<file path="src/rtl/key_event_gen_pkg.sv">
// Shared game package: keycode constants, key-event FSM states and helpers.
// The battle and menu FSMs import the same keycode constants.
package key_event_gen_pkg;

    localparam logic [7:0] KEY_NONE  = 8'h00;
    localparam logic [7:0] KEY_A     = 8'h04;
    localparam logic [7:0] KEY_D     = 8'h07;
    localparam logic [7:0] KEY_S     = 8'h16;
    localparam logic [7:0] KEY_W     = 8'h1A;
    localparam logic [7:0] KEY_ENTER = 8'h28;

    typedef enum logic [1:0] {
        KEV_IDLE,
        KEV_DEBOUNCE,
        KEV_HELD,
        KEV_REPEAT
    } kev_state_t;

    // Only cursor-movement keys auto-repeat; ENTER and everything else fire once.
    function automatic logic is_repeatable(input logic [7:0] code);
        return code inside {KEY_W, KEY_A, KEY_S, KEY_D};
    endfunction

    function automatic int max3(input int a, input int b, input int c);
        int m;
        m = (a > b) ? a : b;
        return (m > c) ? m : c;
    endfunction

endpackage

</file>
<file path="src/rtl/key_event_gen_key_out_reg.sv">
// One-entry valid/ready event register; an emit that finds the slot occupied
// and not draining is discarded and flagged on dropped for one cycle.
module key_out_reg (
    input  logic       Clk,
    input  logic       clear,
    input  logic       emit,
    input  logic [7:0] emit_code,
    input  logic       emit_rpt,
    input  logic       ready,
    output logic       valid,
    output logic [7:0] code,
    output logic       rpt,
    output logic       dropped
);

    logic xfer;
    assign xfer = valid & ready;

    always_ff @(posedge Clk) begin
        if (clear) begin
            valid   <= 1'b0;
            code    <= 8'h00;
            rpt     <= 1'b0;
            dropped <= 1'b0;
        end else begin
            dropped <= 1'b0;
            if (emit) begin
                if (!valid || xfer) begin
                    valid <= 1'b1;
                    code  <= emit_code;
                    rpt   <= emit_rpt;
                end else begin
                    dropped <= 1'b1;
                end
            end else if (xfer) begin
                valid <= 1'b0;
            end
        end
    end

endmodule

</file>
<file path="src/rtl/key_event_gen.sv">
// Turns the level-held USB keycode into debounced single key events with valid/ready.
// Define KEY_EVENT_REPEAT_EN to build W/A/S/D auto-repeat; otherwise one event per press.
module key_event_gen
    import key_event_gen_pkg::*;
#(
    parameter int DEBOUNCE_CYC     = 500000,
    parameter int REPEAT_DELAY_CYC = 25000000,
    parameter int REPEAT_RATE_CYC  = 5000000,
    parameter int CNT_W            = 25
) (
    input  logic       Clk,
    input  logic       Reset,
    input  logic       enable,
    input  logic [7:0] keycode_raw,
    input  logic       key_ready,
    output logic       key_valid,
    output logic [7:0] key_code,
    output logic       key_repeat,
    output logic       key_dropped
);

    localparam logic [CNT_W-1:0] DEB_LAST = CNT_W'(DEBOUNCE_CYC - 1);
    // Counter saturates here so a non-repeating held key can sit in HELD forever.
    localparam logic [CNT_W-1:0] CNT_LAST =
        CNT_W'(max3(DEBOUNCE_CYC, REPEAT_DELAY_CYC, REPEAT_RATE_CYC) - 1);
`ifdef KEY_EVENT_REPEAT_EN
    localparam logic [CNT_W-1:0] DLY_LAST  = CNT_W'(REPEAT_DELAY_CYC - 1);
    localparam logic [CNT_W-1:0] RATE_LAST = CNT_W'(REPEAT_RATE_CYC - 1);
`endif

    kev_state_t       state;
    logic [CNT_W-1:0] cnt;
    logic [CNT_W-1:0] cnt_inc;
    logic [7:0]       cand;
    logic             clear;
    logic             changed;
    logic             emit;
    logic             emit_rpt;

    assign clear   = Reset | ~enable;
    assign changed = (state != KEV_IDLE) && (keycode_raw != cand);
    assign cnt_inc = (cnt == CNT_LAST) ? cnt : cnt + 1'b1;

    // A keycode change always wins over a same-cycle emit.
    always_comb begin
        emit = 1'b0;
        if (!changed) begin
            case (state)
                KEV_DEBOUNCE: emit = (cnt == DEB_LAST);
`ifdef KEY_EVENT_REPEAT_EN
                KEV_HELD:     emit = (cnt == DLY_LAST) && is_repeatable(cand);
                KEV_REPEAT:   emit = (cnt == RATE_LAST);
`endif
                default:      emit = 1'b0;
            endcase
        end
    end

`ifdef KEY_EVENT_REPEAT_EN
    assign emit_rpt = (state != KEV_DEBOUNCE);
`else
    assign emit_rpt = 1'b0;
`endif

    always_ff @(posedge Clk) begin
        if (clear) begin
            state <= KEV_IDLE;
            cnt   <= '0;
            cand  <= KEY_NONE;
        end else if (changed || state == KEV_IDLE) begin
            cand  <= keycode_raw;
            cnt   <= '0;
            state <= (keycode_raw == KEY_NONE) ? KEV_IDLE : KEV_DEBOUNCE;
        end else begin
            case (state)
                KEV_DEBOUNCE: begin
                    if (cnt == DEB_LAST) begin
                        state <= KEV_HELD;
                        cnt   <= '0;
                    end else begin
                        cnt <= cnt_inc;
                    end
                end
`ifdef KEY_EVENT_REPEAT_EN
                KEV_HELD: begin
                    if (emit) begin
                        state <= KEV_REPEAT;
                        cnt   <= '0;
                    end else begin
                        cnt <= cnt_inc;
                    end
                end
                KEV_REPEAT: cnt <= emit ? '0 : cnt_inc;
`endif
                default: cnt <= cnt_inc;
            endcase
        end
    end

    key_out_reg u_out (
        .Clk       (Clk),
        .clear     (clear),
        .emit      (emit),
        .emit_code (cand),
        .emit_rpt  (emit_rpt),
        .ready     (key_ready),
        .valid     (key_valid),
        .code      (key_code),
        .rpt       (key_repeat),
        .dropped   (key_dropped)
    );

endmodule

</file>
<file path="config.mk">
export PLATFORM = sky130hd
export DESIGN_NAME = key_event_gen
export DESIGN_NICKNAME = d
export VERILOG_FILES = /design/src/rtl/key_event_gen_pkg.sv /design/src/rtl/key_event_gen_key_out_reg.sv /design/src/rtl/key_event_gen.sv
export SDC_FILE = /design/constraint.sdc
export NUM_CORES = 1
export LEC_CHECK = 0
export BUFFER_PORTS_ARGS = -buffer_cell sky130_fd_sc_hd__buf_2
export CAP_MARGIN = 10
export CORE_MARGIN = 8
export CORE_UTILIZATION = 30
export CTS_CLUSTER_DIAMETER = 200
export CTS_CLUSTER_SIZE = 28
export DETAILED_ROUTE_END_ITERATION = 10
export PLACE_DENSITY_LB_ADDON = 0.05
export SLEW_MARGIN = 20
export SYNTH_ARGS = -nofsm -noshare
export SYNTH_HDL_FRONTEND = slang
export SYNTH_HIERARCHICAL = 1
export SYNTH_SLANG_ARGS = --single-unit
</file>
<file path="constraint.sdc">
create_clock -name Clk -period 2.2 [get_ports Clk]
set_input_delay 0.44 -clock Clk [delete_from_list [all_inputs] [get_ports Clk]]
set_output_delay 0.44 -clock Clk [all_outputs]
set_load 0.05 [all_outputs]
</file>
==> results of run 1 <==
## area by class of cell
class	count	area, µm²
Multi-Input combinational cell	172	1140
Tap cell	96	120
Sequential cell	46	922
Timing Repair Buffer	41	265
Inverter	10	37.5
Clock inverter	1	8.76
Clock buffer	7	96.3
Fill cell	751	4240
## cell usage in the layout (no fill, tap or decap), types with 2 or more instances in the layout
master and count:
xor2_1 4, and2_1 8, clkbuf_8 7, nand2b_1 18, o21ai_0 3, nor3_1 8
mux2i_1 10, nor2_2 2, nor2_1 33, nor2b_1 2, dfxtp_1 45, and3_1 3
nand3_1 8, or2_2 5, buf_2 22, a21oi_1 5, or4_1 3, inv_1 10
xnor2_1 23, nand2_1 10, nand4_1 7, nor4_1 3, buf_4 18
## worst max-delay path by stage
| stage | start | end | cells past startpoint |
|---|---|---|---|
| 6_report | cnt[4]$_SDFF_PP0_ | u_out/code[1]$_SDFFE_PP0P_ | 7 |
| 3_5_place_dp | state[0]$_SDFFE_PP0P_ | u_out/code[2]$_SDFFE_PP0P_ | 7 |
| 5_1_grt | cnt[4]$_SDFF_PP0_ | u_out/code[3]$_SDFFE_PP0P_ | 7 |
| 4_1_cts | state[0]$_SDFFE_PP0P_ | u_out/code[2]$_SDFFE_PP0P_ | 7 |
| 2_1_floorplan | cnt[4]$_SDFF_PP0_ | u_out/code[0]$_SDFFE_PP0P_ | 7 |
| 3_3_place_gp | cnt[18]$_SDFF_PP0_ | u_out/code[6]$_SDFFE_PP0P_ | 7 |
## sequential cells by signal, indices dropped and copies added (netlist names)
| register | count |
|---|---|
| u_out/valid | 1 |
| cnt | 25 |
| u_out/code | 8 |
| u_out/rpt | 1 |
| u_out/dropped | 1 |
| state | 2 |
| cand | 8 |
## logic make-up after synthesis
| logic type | synth area share, % |
|---|---|
| XOR/XNOR | 11.1 |
| buffers and inverters | 4.41 |
| flip-flops | 43.3 |
| AO/OA/AOI/OAI | 3.76 |
| other | 0.176 |
| AND/OR/NAND/NOR | 31.9 |
| adder cells (fa/ha/maj) | 0.588 |
| multiplexers | 4.71 |
## report_power, final
part           leakage [nW]  internal [mW]  total [mW]  switching (mW)
clock network        0.0544          0.288       0.582           0.293
registers             0.372          0.839       0.844         0.00516
logic                 0.449         0.0283      0.0540          0.0257
## layer usage
layer  routed length [µm]  track usage [%]
met3                  202             2.77
met4                   45             3.14
met2                 2320             18.4
met5                    0                0
met1                 2300             11.6
## critical path: cells and delay by family (launching register included)
family	cells	cell delay [ns]
AO/OA/AOI/OAI	1	0.21
buffers and inverters	2	0.21
AND/OR/NAND/NOR	3	1.07
multiplexers	1	0.18
flip-flops	1	0.34
## per-stage QoR
stage	util, %	setup slack, ns	area [µm²]
2_1_floorplan	-	0.123	2130
3_3_place_gp	36.0	0.123	2460
3_5_place_dp	36.0	0.0727	2460
4_1_cts	37.5	0.0319	2560
5_1_grt	37.9	-0.0154	2590
6_report	37.9	0.130	2590
==> impl_metrics.env, run 1 <==
export IMPL_status="completed"
export IMPL_synth_seq_area_share_pct=43.3
export IMPL_rrSetupSlack_ns=0.13
export IMPL_drc=0
export IMPL_grt_usage_pct=10.3
export IMPL_required_ns=2.43
export IMPL_htree_levels=2
export IMPL_insertion_delay_ns=0.30
export IMPL_setup_violations=0
export IMPL_postCtsSetupBuffers=0
export IMPL_maxSlewViolCount=0
export IMPL_path_max_fanout=9
export IMPL_cp_end_kind="flip-flop"
export IMPL_hpwl_mm=3.64
export IMPL_drt_pass1_iter_count=4
export IMPL_clk_pin_slew_ns=0.09
export IMPL_cts_sinks=46
export IMPL_antenna_cells=0
export IMPL_instances_no_fill=373
export IMPL_ant_nets=0
export IMPL_drive_above_1_share_pct=23.1
export IMPL_ys_flop_type="dfxtp_1"
export IMPL_grt_overflow=0
export IMPL_clockBufferDepth=2
export IMPL_holdCritStartpoint="keycode_raw[5]"
export IMPL_cts_hold_fix_buffers=0
export IMPL_setup_worst_path_start_class="flip-flop"
export IMPL_min_delay_path_depth=2
export IMPL_period_share_pct=94.1
export IMPL_critPathKind="flip-flop to flip-flop"
export IMPL_die_h_um=100
export IMPL_p_total_mw=1.48
export IMPL_routedWlPerCell_um=13.0
export IMPL_top_level_ports=23
export IMPL_ys_top_cells_by_area="dfxtp_1 (43%), xnor2_1 (9.5%), nor2_1 (6.0%)"
export IMPL_power_density_nw_per_um2=571
export IMPL_fp_coreArea_um2=6830
export IMPL_fin_crit_ns=2.07
export IMPL_cpMaxStageDelayCell="or4_1"
export IMPL_cts_tree="built"
export IMPL_synthArstFlopShare_pct=0
export IMPL_grt_pass1_wl_mm=8.35
export IMPL_drt_iter0_markers=35
export IMPL_worst_r2r_cell_count=7
export IMPL_synth_commonest_cells="dfxtp_1 (46), nor2_1 (34), xnor2_1 (23)"
export IMPL_rows=30
export IMPL_io_buffers=22
export IMPL_cts_buffers=5
export IMPL_ys_types=40
export IMPL_ys_warn_count=6
export IMPL_die_w_um=100
export IMPL_peakVddDrop_mv=0.213
export IMPL_place_gp_congestion=0.729
export IMPL_ys_ff_latch=46
export IMPL_die_area_um2=10000
export IMPL_dp_cells=365
export IMPL_max_slew_margin_pct=64.3
export IMPL_synth_most_common_cell="dfxtp_1"
export IMPL_syn_avg_cell_area_um2=9.01
export IMPL_synth_edf_count=0
export IMPL_tns_ns=0
export IMPL_viasPerCell=4.46
export IMPL_nNetsFinal=289
export IMPL_grt_max_degree=25
export IMPL_finalWirelength_mm=4.87
export IMPL_netlist_area_leader_share_pct=43.3
export IMPL_syn_to_final_growth_pct=21.8
export IMPL_syn_nets=249
export IMPL_tightest_slew_ns=0.534
export IMPL_cts_resized=0
export IMPL_antenna_found_initial=0
export IMPL_whs_ns=0.382
export IMPL_vias=1663
export IMPL_r2r_end="u_out/code[1]$_SDFFE_PP0P_"
export IMPL_postSynthCellCount=236
export IMPL_cts_root_buf="clkbuf_8"
export IMPL_initial_core_util_pct=31.1
export IMPL_max_stage_delay_ns=0.52
export IMPL_synth_cell_area_um2=2130
export IMPL_grt_pass1_vias=1718
export IMPL_reg2reg_from="cnt[4]$_SDFF_PP0_"
export IMPL_max_cap_violations=0
export IMPL_fmax_ghz=0.483
export IMPL_hold_viol_final=0
export IMPL_skew_ns=0.0139
export IMPL_crit_chain="inv_1 -> or4_1 -> or4_4 -> nor2_2 -> a21boi_4 -> buf_12 -> mux2i_1"
export IMPL_hold_path_class="input port to flip-flop"
export IMPL_min_to="cand[5]$_SDFFE_PP0N_"
export IMPL_cp_arrival_ns=2.30
export IMPL_p_leak_nw=0.875
export IMPL_synth_area_leader_cell="dfxtp_1"
(Power assumes the default switching activity.)
==> run 2, diff against run 1 <==
--- a/config.mk
+++ b/config.mk
@@ -16,5 +16,4 @@
 export SLEW_MARGIN = 20
 export SYNTH_ARGS = -nofsm -noshare
 export SYNTH_HDL_FRONTEND = slang
-export SYNTH_HIERARCHICAL = 1
 export SYNTH_SLANG_ARGS = --single-unit
==> impl_metrics.env, run 2 <==
export IMPL_status="completed"
export IMPL_grt_pass1_wl_mm=8.72
export IMPL_min_to="cand[0]$_SDFFE_PP0N_"
export IMPL_grt_max_degree=18
export IMPL_ant_nets=0
export IMPL_synth_compound_area_share_pct=7.96
export IMPL_p_comb_share_pct=3.3
export IMPL_cts_tree="built"
export IMPL_final_common_cell="dfxtp_1"
export IMPL_fmax_ghz=0.455
export IMPL_grt_overflow=0
export IMPL_synth_commonest_cells="dfxtp_1 (45), nor2_1 (27), nand4_1 (23)"
export IMPL_synth_most_common_cell="dfxtp_1"
export IMPL_rrSetupSlack_ns=0.002
export IMPL_htree_levels=2
export IMPL_tightest_slew_ns=0.529
export IMPL_instances_no_fill=351
export IMPL_hpwl_mm=3.79
export IMPL_layout_common_cells="dfxtp_1 (44), nand4_1 (23), nor2_1 (23), buf_2 (21), buf_4 (19)"
export IMPL_dp_cells=342
export IMPL_routedWlPerCell_um=15.1
export IMPL_syn_avg_cell_area_um2=8.91
export IMPL_hold_path_class="input port to flip-flop"
export IMPL_drc=0
export IMPL_synth_area_mux_share_pct=0.486
export IMPL_die_area_um2=9770
export IMPL_fin_crit_ns=2.20
export IMPL_top_register="cnt"
export IMPL_holdCritStartpoint="keycode_raw[0]"
export IMPL_syn_nets=244
export IMPL_pwr_share_clk_pct=46.3
export IMPL_cp_arrival_ns=2.37
export IMPL_period_share_pct=99.9
export IMPL_postCtsSetupBuffers=0
export IMPL_top_level_ports=23
export IMPL_postSynthCellCount=231
export IMPL_drt_pass1_iter_count=4
export IMPL_antenna_found_initial=0
export IMPL_p_sw_share_pct=20.7
export IMPL_reg2reg_from="cnt[6]$_SDFF_PP0_"
export IMPL_largest_reg_flops=25
export IMPL_maxSlewViolCount=0
export IMPL_ys_types=46
export IMPL_syn_to_final_growth_pct=27.4
export IMPL_place_gp_congestion=0.712
export IMPL_path_max_fanout=9
export IMPL_synth_edf_count=0
export IMPL_ys_flop_type="dfxtp_1"
export IMPL_required_ns=2.37
export IMPL_cp_end_kind="flip-flop"
export IMPL_synthAdderAreaFrac_pct=0.608
export IMPL_grt_setup_unrepaired="true"
export IMPL_r2r_end="u_out.code[7]$_SDFFE_PP0P_"
export IMPL_synth_simple_gate_area_share_pct=31.8
export IMPL_drt_iter0_markers=65
export IMPL_internal_power_mw=1.30
export IMPL_io_buffers=21
export IMPL_vias=1742
export IMPL_cts_hold_fix_buffers=0
export IMPL_ys_warn_count=0
export IMPL_max_slew_margin_pct=64.8
export IMPL_viasPerCell=4.96
export IMPL_drive_above_1_share_pct=26.2
export IMPL_nNetsFinal=283
export IMPL_ys_top_cells_by_area="dfxtp_1 (44%), nand4_1 (7.0%), xor2_1 (6.8%)"
export IMPL_synth_area_leader_cell="dfxtp_1"
export IMPL_cts_root_buf="clkbuf_8"
export IMPL_critPathKind="flip-flop to flip-flop"
export IMPL_max_cap_violations=0
export IMPL_initial_core_util_pct=30.6
export IMPL_grt_pass1_vias=1824
export IMPL_min_delay_path_depth=2
export IMPL_power_frac_seq_pct=50.5
export IMPL_rows=30
export IMPL_finalWirelength_mm=5.29
export IMPL_synth_top_family_by_area="simple AND/OR/NAND/NOR gates"
export IMPL_synthXorXnorAreaFrac_pct=11.9
export IMPL_synth_seq_area_share_pct=43.8
export IMPL_synthArstFlopShare_pct=0
export IMPL_reg_top3="cnt (25), cand (8), u_out.code (8)"
export IMPL_whs_ns=0.379
export IMPL_cts_sinks=45
export IMPL_p_leak_nw=0.908
export IMPL_setup_worst_path_start_class="flip-flop"
export IMPL_insertion_delay_ns=0.31
export IMPL_synth_cell_area_um2=2060
export IMPL_clockBufferDepth=2
export IMPL_skew_ns=0.00882
export IMPL_netlist_area_leader_share_pct=43.8
export IMPL_tns_ns=0
export IMPL_antenna_cells=0
export IMPL_die_w_um=98.8
export IMPL_ys_ff_latch=45
export IMPL_fin_util_pct=39.0
export IMPL_die_h_um=98.8
export IMPL_power_density_nw_per_um2=623
export IMPL_cts_buffers=5
export IMPL_grt_usage_pct=11.0
export IMPL_setup_violations=0
export IMPL_hold_viol_final=0
export IMPL_fp_coreArea_um2=6720
export IMPL_peakVddDrop_mv=0.286
export IMPL_worst_r2r_cell_count=6
export IMPL_p_switching_uw=339
export IMPL_clk_pin_slew_ns=0.09
run 2: through the flow:
stage	total power, mW	instance area [µm²]	setup slack (ns)
final	1.64	2620	0.00157
after global routing	1.69	2620	-0.0584
after CTS	1.66	2550	0.0241
after detailed placement	0.897	2410	0.0150
after global placement	0.898	2410	0.0474
after floorplan	0.876	2070	0.0238
run 2: power by group through the flow:
stage / Clock (mW) / Combinational, mW / Sequential, mW
after CTS: 0.778 / 0.0534 / 0.825
final: 0.757 / 0.0531 / 0.825
after global routing: 0.809 / 0.0581 / 0.826
after global placement: 0 / 0.0533 / 0.845
after detailed placement: 0 / 0.0528 / 0.844
after floorplan: 0 / 0.0323 / 0.843
run 2: worst max path at each step:
stage / startpoint / end / slack, ns / cells after the start
floorplan: cnt[6]$_SDFF_PP0_ / u_out.valid$_SDFFE_PP0P_ / 0.02 / 7
global placement: cnt[6]$_SDFF_PP0_ / u_out.code[1]$_SDFFE_PP0P_ / 0.05 / 6
detailed placement: cnt[6]$_SDFF_PP0_ / u_out.code[7]$_SDFFE_PP0P_ / 0.02 / 6
CTS: cnt[6]$_SDFF_PP0_ / u_out.code[7]$_SDFFE_PP0P_ / 0.02 / 6
global route: cnt[6]$_SDFF_PP0_ / cnt[20]$_SDFF_PP0_ / -0.06 / 6
finish: cnt[6]$_SDFF_PP0_ / u_out.code[7]$_SDFFE_PP0P_ / 0.002 / 6
run 2: timing repair:
item,CTS,global route
pin swaps,0,5
resized for setup,1,12
endpoints found under the setup margin,1,27
cloned,0,1
run 2: cells by family (layout without fill, tap and decap cells):
group / Yosys count / after routing
adders and majority gates: 1 / 1
and+or+nand+nor: 114 / 114
xor gates and xnor gates: 28 / 28
buffers and inverters: 13 / 53
AOI/OAI and AO/OA: 28 / 28
muxes: 1 / 1
other: 1 / 1
DFF: 45 / 45
run 2: routing by layer:
metal / share of wire, % / global-route usage, % / vias up
met4: 0.96 / 3.19 / 0
met3: 5.1 / 3.81 / 7
met2: 48 / 18.7 / 25
met5: 0 / 0 / -
met1: 46 / 12.7 / 813
li1: - / - / 897
run 2: critical path: stages (launching register included):
cell and delay, ns:
dfxtp_2 0.33, or4_4 0.51, or3_4 0.37, or4_4 0.48, buf_12 0.17, o21ai_1 0.14
a21oi_1 0.07
run 2: cell type report:
cell class | instances | area (µm²)
Inverter | 1 | 3.75
Clock inverter | 3 | 65.1
Clock buffer | 5 | 68.8
Fill cell | 711 | 4100
Multi-Input combinational cell | 173 | 1150
Timing Repair Buffer | 44 | 333
Tap cell | 80 | 100
Sequential cell | 45 | 902
